**config.mk**
```make
export PLATFORM = sky130hd
export DESIGN_NAME = debug_frame_scheduler
export DESIGN_NICKNAME = d
export VERILOG_FILES = /design/src/rtl/debug_frame_scheduler.sv
export SDC_FILE = /design/constraint.sdc
export NUM_CORES = 1
export LEC_CHECK = 0
export ABC_CLOCK_PERIOD_IN_PS = 4100
export CAP_MARGIN = 20
export CORE_MARGIN = 8
export CORE_UTILIZATION = 28
export CTS_BUF_LIST = sky130_fd_sc_hd__clkbuf_8 sky130_fd_sc_hd__clkbuf_16
export DETAILED_ROUTE_END_ITERATION = 7
export PLACE_DENSITY_LB_ADDON = 0.08
export SYNTH_ARGS = -nofsm -noshare
export SYNTH_HDL_FRONTEND = slang
export SYNTH_SLANG_ARGS = --single-unit
```
**constraint.sdc**
```tcl
create_clock -name clk -period 4.1 [get_ports clk]
set_input_delay 0.615 -clock clk [delete_from_list [all_inputs] [get_ports clk]]
set_output_delay 0.615 -clock clk [all_outputs]
set_load 0.05 [all_outputs]
```
**src/rtl/debug_frame_scheduler.sv**
```systemverilog
// Round-robin arbiter and framed serializer sharing one debug output wire
// between the key loader, message loader and ciphertext engine.
module debug_frame_scheduler #(
    parameter int unsigned PAYLOAD_W  = 7,
    parameter logic [3:0]  START_SEQ  = 4'b1111,
    parameter logic [3:0]  END_SEQ    = 4'b1001,
    parameter int unsigned GAP_CYCLES = 2
) (
    input  logic                 clk,
    input  logic                 rst,
    input  logic                 ena,
    input  logic [2:0]           req_valid,
    input  logic [PAYLOAD_W-1:0] req_data0,
    input  logic [PAYLOAD_W-1:0] req_data1,
    input  logic [PAYLOAD_W-1:0] req_data2,
    output logic [2:0]           req_ready,
    output logic                 data_out,
    output logic                 data_flag,
    output logic                 busy,
    output logic [1:0]           grant_id
);

    localparam int unsigned FRAME_W = 4 + 2 + PAYLOAD_W + 4;
    localparam int unsigned CNT_W   = $clog2(FRAME_W);
    localparam int unsigned GAP_W   = (GAP_CYCLES > 1) ? $clog2(GAP_CYCLES) : 1;

    typedef struct packed {
        logic [3:0]           start_seq;
        logic [1:0]           id;
        logic [PAYLOAD_W-1:0] payload;
        logic [3:0]           end_seq;
    } frame_t;

    typedef enum logic [1:0] {
        IDLE  = 2'd0,
        SHIFT = 2'd1,
        GAP   = 2'd2
    } state_t;

    state_t               state_q, state_d;
    logic [FRAME_W-1:0]   shift_q, shift_d;
    logic [CNT_W-1:0]     bit_cnt_q, bit_cnt_d;
    logic [GAP_W-1:0]     gap_cnt_q, gap_cnt_d;
    logic [1:0]           last_grant_q, last_grant_d;
    logic [2:0]           req_ready_d;
    logic                 data_out_d, data_flag_d, busy_d;
    logic [1:0]           grant_id_d;

    logic [3:0]           req_vec;
    logic [1:0]           cand0, cand1, cand2;
    logic                 win_valid;
    logic [1:0]           win_id;
    logic [PAYLOAD_W-1:0] win_payload;
    frame_t               frame_c;
    logic [FRAME_W-1:0]   frame_bits;

    function automatic logic [1:0] next_id(input logic [1:0] id);
        return (id == 2'd2) ? 2'd0 : id + 2'd1;
    endfunction

    // Rotating priority starting just after the last grant, plus frame assembly
    always_comb begin
        req_vec   = {1'b0, req_valid};
        cand0     = next_id(last_grant_q);
        cand1     = next_id(cand0);
        cand2     = next_id(cand1);
        win_valid = |req_valid;
        win_id    = cand2;
        if (req_vec[cand0]) begin
            win_id = cand0;
        end else if (req_vec[cand1]) begin
            win_id = cand1;
        end
        case (win_id)
            2'd0:    win_payload = req_data0;
            2'd1:    win_payload = req_data1;
            default: win_payload = req_data2;
        endcase
        frame_c.start_seq = START_SEQ;
        frame_c.id        = win_id;
        frame_c.payload   = win_payload;
        frame_c.end_seq   = END_SEQ;
        frame_bits        = frame_c;
    end

    // Next-state and registered-output logic; ena low forces a clean IDLE
    always_comb begin
        state_d      = state_q;
        shift_d      = shift_q;
        bit_cnt_d    = bit_cnt_q;
        gap_cnt_d    = gap_cnt_q;
        last_grant_d = last_grant_q;
        grant_id_d   = grant_id;
        req_ready_d  = 3'b000;
        data_out_d   = 1'b0;
        data_flag_d  = 1'b0;
        busy_d       = 1'b0;

        if (!ena) begin
            state_d = IDLE;
        end else begin
            case (state_q)
                IDLE: begin
                    if (win_valid) begin
                        req_ready_d  = 3'b001 << win_id;
                        shift_d      = frame_bits;
                        data_out_d   = frame_bits[FRAME_W-1];
                        data_flag_d  = 1'b1;
                        busy_d       = 1'b1;
                        grant_id_d   = win_id;
                        last_grant_d = win_id;
                        bit_cnt_d    = CNT_W'(FRAME_W - 1);
                        state_d      = SHIFT;
                    end
                end
                SHIFT: begin
                    busy_d = 1'b1;
                    if (bit_cnt_q == '0) begin
                        gap_cnt_d = GAP_W'(GAP_CYCLES - 1);
                        state_d   = GAP;
                    end else begin
                        shift_d     = shift_q << 1;
                        data_out_d  = shift_q[FRAME_W-2];
                        data_flag_d = 1'b1;
                        bit_cnt_d   = bit_cnt_q - CNT_W'(1);
                    end
                end
                GAP: begin
                    if (gap_cnt_q == '0) begin
                        state_d = IDLE;
                    end else begin
                        gap_cnt_d = gap_cnt_q - GAP_W'(1);
                        busy_d    = 1'b1;
                    end
                end
                default: state_d = IDLE;
            endcase
        end
    end

    always_ff @(posedge clk) begin
        if (rst) begin
            state_q      <= IDLE;
            shift_q      <= '0;
            bit_cnt_q    <= '0;
            gap_cnt_q    <= '0;
            last_grant_q <= 2'd2;
            req_ready    <= 3'b000;
            data_out     <= 1'b0;
            data_flag    <= 1'b0;
            busy         <= 1'b0;
            grant_id     <= 2'd0;
        end else begin
            state_q      <= state_d;
            shift_q      <= shift_d;
            bit_cnt_q    <= bit_cnt_d;
            gap_cnt_q    <= gap_cnt_d;
            last_grant_q <= last_grant_d;
            req_ready    <= req_ready_d;
            data_out     <= data_out_d;
            data_flag    <= data_flag_d;
            busy         <= busy_d;
            grant_id     <= grant_id_d;
        end
    end

endmodule

```
==> results.cfg <==
[floorplan]
fp.dieArea_sq_mm = 0.00876
row_count = 28
core_sq_mm = 0.00589
die_y_um = 93.6
fp.dieW_um = 93.6
start_util = 0.286
ioPinCount = 35

[clock_tree]
cts_tree = yes
htreeDepth = 2
postCtsResizedCells = 0
insertion_delay_ns = 0.28
cts.path.max_buffers = 2
numCtsBuffers = 5
clk_pin_slew_worst_paths_ns = 0.07
cts_setup_buffers = 0
cts-root-buf = clkbuf_8
cts.sinks = 33
hold_buffers = 0

[min_path]
hold_path_class = reg -> reg
hold_path_depth = 2
min_from = shift_q[2]
hold_end = shift_q[2]

[global_route]
track_usage = 0.107
grt_overflow = 0
grt_pass1_vias = 1474
grt_pass1_wl_mm = 7.56
antenna_found_initial = 0
grt_max_degree = 27

[yosys]
synth-edff-count = 0
ys_types = 44
synthCells = 193
synth-seq-cells = 33
syn_area_sq_mm = 0.00169
async_flop_share = 0
synth_top_flop_cell = dfxtp_1
synth_nets = 222
syn_avg_cell_area_sq_um = 8.73
yosysWarnings = 0
yosysSeqAreaShare = 0.392

[drt]
ant_nets = 0
drt_wl_total_mm = 4.43
vias = 1479
wl_per_cell_um = 14.8
drc = 0
viasPerCell = 4.95
drt-initial-drc-count = 76
firstDrtPassIters = 4

[power_and_ir_drop]
leakage_nw = 0.781
power.density_mw_per_mm2 = 368
ir_worst_vdd_v = 0.000120

[setup_path]
critPathLaunchType = input pin
crit_required_ns = 4.30
r2r_cells = 5
rrSetupSlack_ns = 2.08
crit_path_end_kind = flip-flop
worst_ep_arrival_time_ns = 2.69
slowest_stage = o2bb2ai_1
r2r-end = shift_q[12]
regToRegStartpoint = last_grant_q[1]
crit_path_cell_trace = clkdlybuf4s50_1 > nor2b_1 > o2bb2ai_1 > nor2_1 > or3_1 > a21oi_1
crit_type = in -> reg
slowest_delay_ns = 0.79
cp_max_fo = 12

[sta]
fmax_mhz = 402
relSlewSlack = 0.327
setup_tns_ns = 0
slew_violations = 0
setup_ws_ns = 1.61
skew_ns = 0.00461
tightest_slew_ns = 1.01
finalSetupViolCount = 0
period_minus_slack_ns = 2.49
rsz0062_at_grt = false
post-route-period-util = 0.607
hold_viol_final = 0

[finish]
diodes = 0
syn_to_final_growth_pct = 28.1
final_common_cell = clkdlybuf4s50_1
drive_gt1_frac = 0.121
final_cell_mix = 34 x clkdlybuf4s50_1, 33 x dfxtp_1, 24 x nor2_1
nets = 253

[placement]
post-dp-hpwl_mm = 3.19
place.gp.congestion = 0.725
io_buffer_count = 34
dp_slack_ns = 1.33

[status]
status = completed

[job]
cap_viol_max_count = 0
==> area by class of cell <==
class	count	area (sq um)
multi-input combinational	138	925
clock buffer	6	82.6
fill	631	3730
inverter	10	37.5
sequential	33	661
clock inverter	1	3.75
tap	75	93.8
timing repair buffer	36	355
==> critical path: cells and delay by family <==
family / cells / cell delay (ns)
simple gates: 3 / 0.63
buf+inv: 1 / 0.52
compound gates: 2 / 0.92
==> worst max-delay path by stage <==
stage | start | end | slack [ns] | depth (start not counted)
after floorplan | req_valid[1] | shift_q[8] | 2.36 | 6
after global placement | req_valid[1] | shift_q[12] | 1.35 | 6
after detailed placement | req_valid[1] | shift_q[12] | 1.33 | 6
after CTS | req_valid[1] | shift_q[12] | 1.64 | 6
after global routing | req_valid[1] | shift_q[12] | 1.42 | 6
final | req_valid[1] | shift_q[12] | 1.61 | 6
==> state kept, by name, summed over array words and instances, names as in the netlist <==
| register | flops |
|---|---|
| bit_cnt_q | 5 |
| busy | 1 |
| data_flag | 1 |
| data_out | 1 |
| gap_cnt_q | 1 |
| grant_id | 2 |
| last_grant_q | 1 |
| req_ready | 3 |
| shift_q | 16 |
| state_q | 2 |
==> layer usage <==
metal,wire length [um],global-route usage
met3,177,0.0280
met5,0,0
met1,2170,0.139
met4,40,0.0317
met2,2040,0.169
==> where the power goes <==
group | internal [mW] | leakage, nW | switching [mW]
Sequential | 0.346 | 0.271 | 0.0190
Combinational | 0.0823 | 0.462 | 0.104
Clock | 0.131 | 0.0485 | 0.113
Total | 0.559 | 0.781 | 0.236
==> synth_stat cells (4+ instances only) <==
library cell  count  area share
o21ai_0           5       0.015
a221oi_2          4       0.036
nor2b_1           4       0.015
nand3_1           7       0.021
nor2_1           24       0.053
a31oi_1           4       0.015
clkbuf_1          4      0.0089
nand2_1           8       0.018
nor3_1           12       0.036
buf_2             5       0.015
inv_1            10       0.022
a21oi_1          16       0.048
dfxtp_1          33        0.39
nand2b_1          8       0.030
nand3b_1          6       0.027
==> cell families after synthesis <==
logic type      after synthesis  share of synthesized area
flops                        33                      0.392
simple gates                 81                      0.275
compound gates               52                      0.241
buf+inv                      22                     0.0594
mux                           3                     0.0178
fa+ha+maj                     2                     0.0148
==> through the flow <==
stage	instances	area, sq um	total power [mW]	utilization	hold slack, ns
finish	299	2160	0.794	0.367	0.456
global placement	292	2070	0.561	0.352	0.444
detailed placement	292	2070	0.561	0.352	0.452
global route	299	2160	0.844	0.367	0.483
floorplan	193	1690	0.497	-	0.432
CTS	299	2160	0.809	0.367	0.461
(Power assumes the default switching activity.)
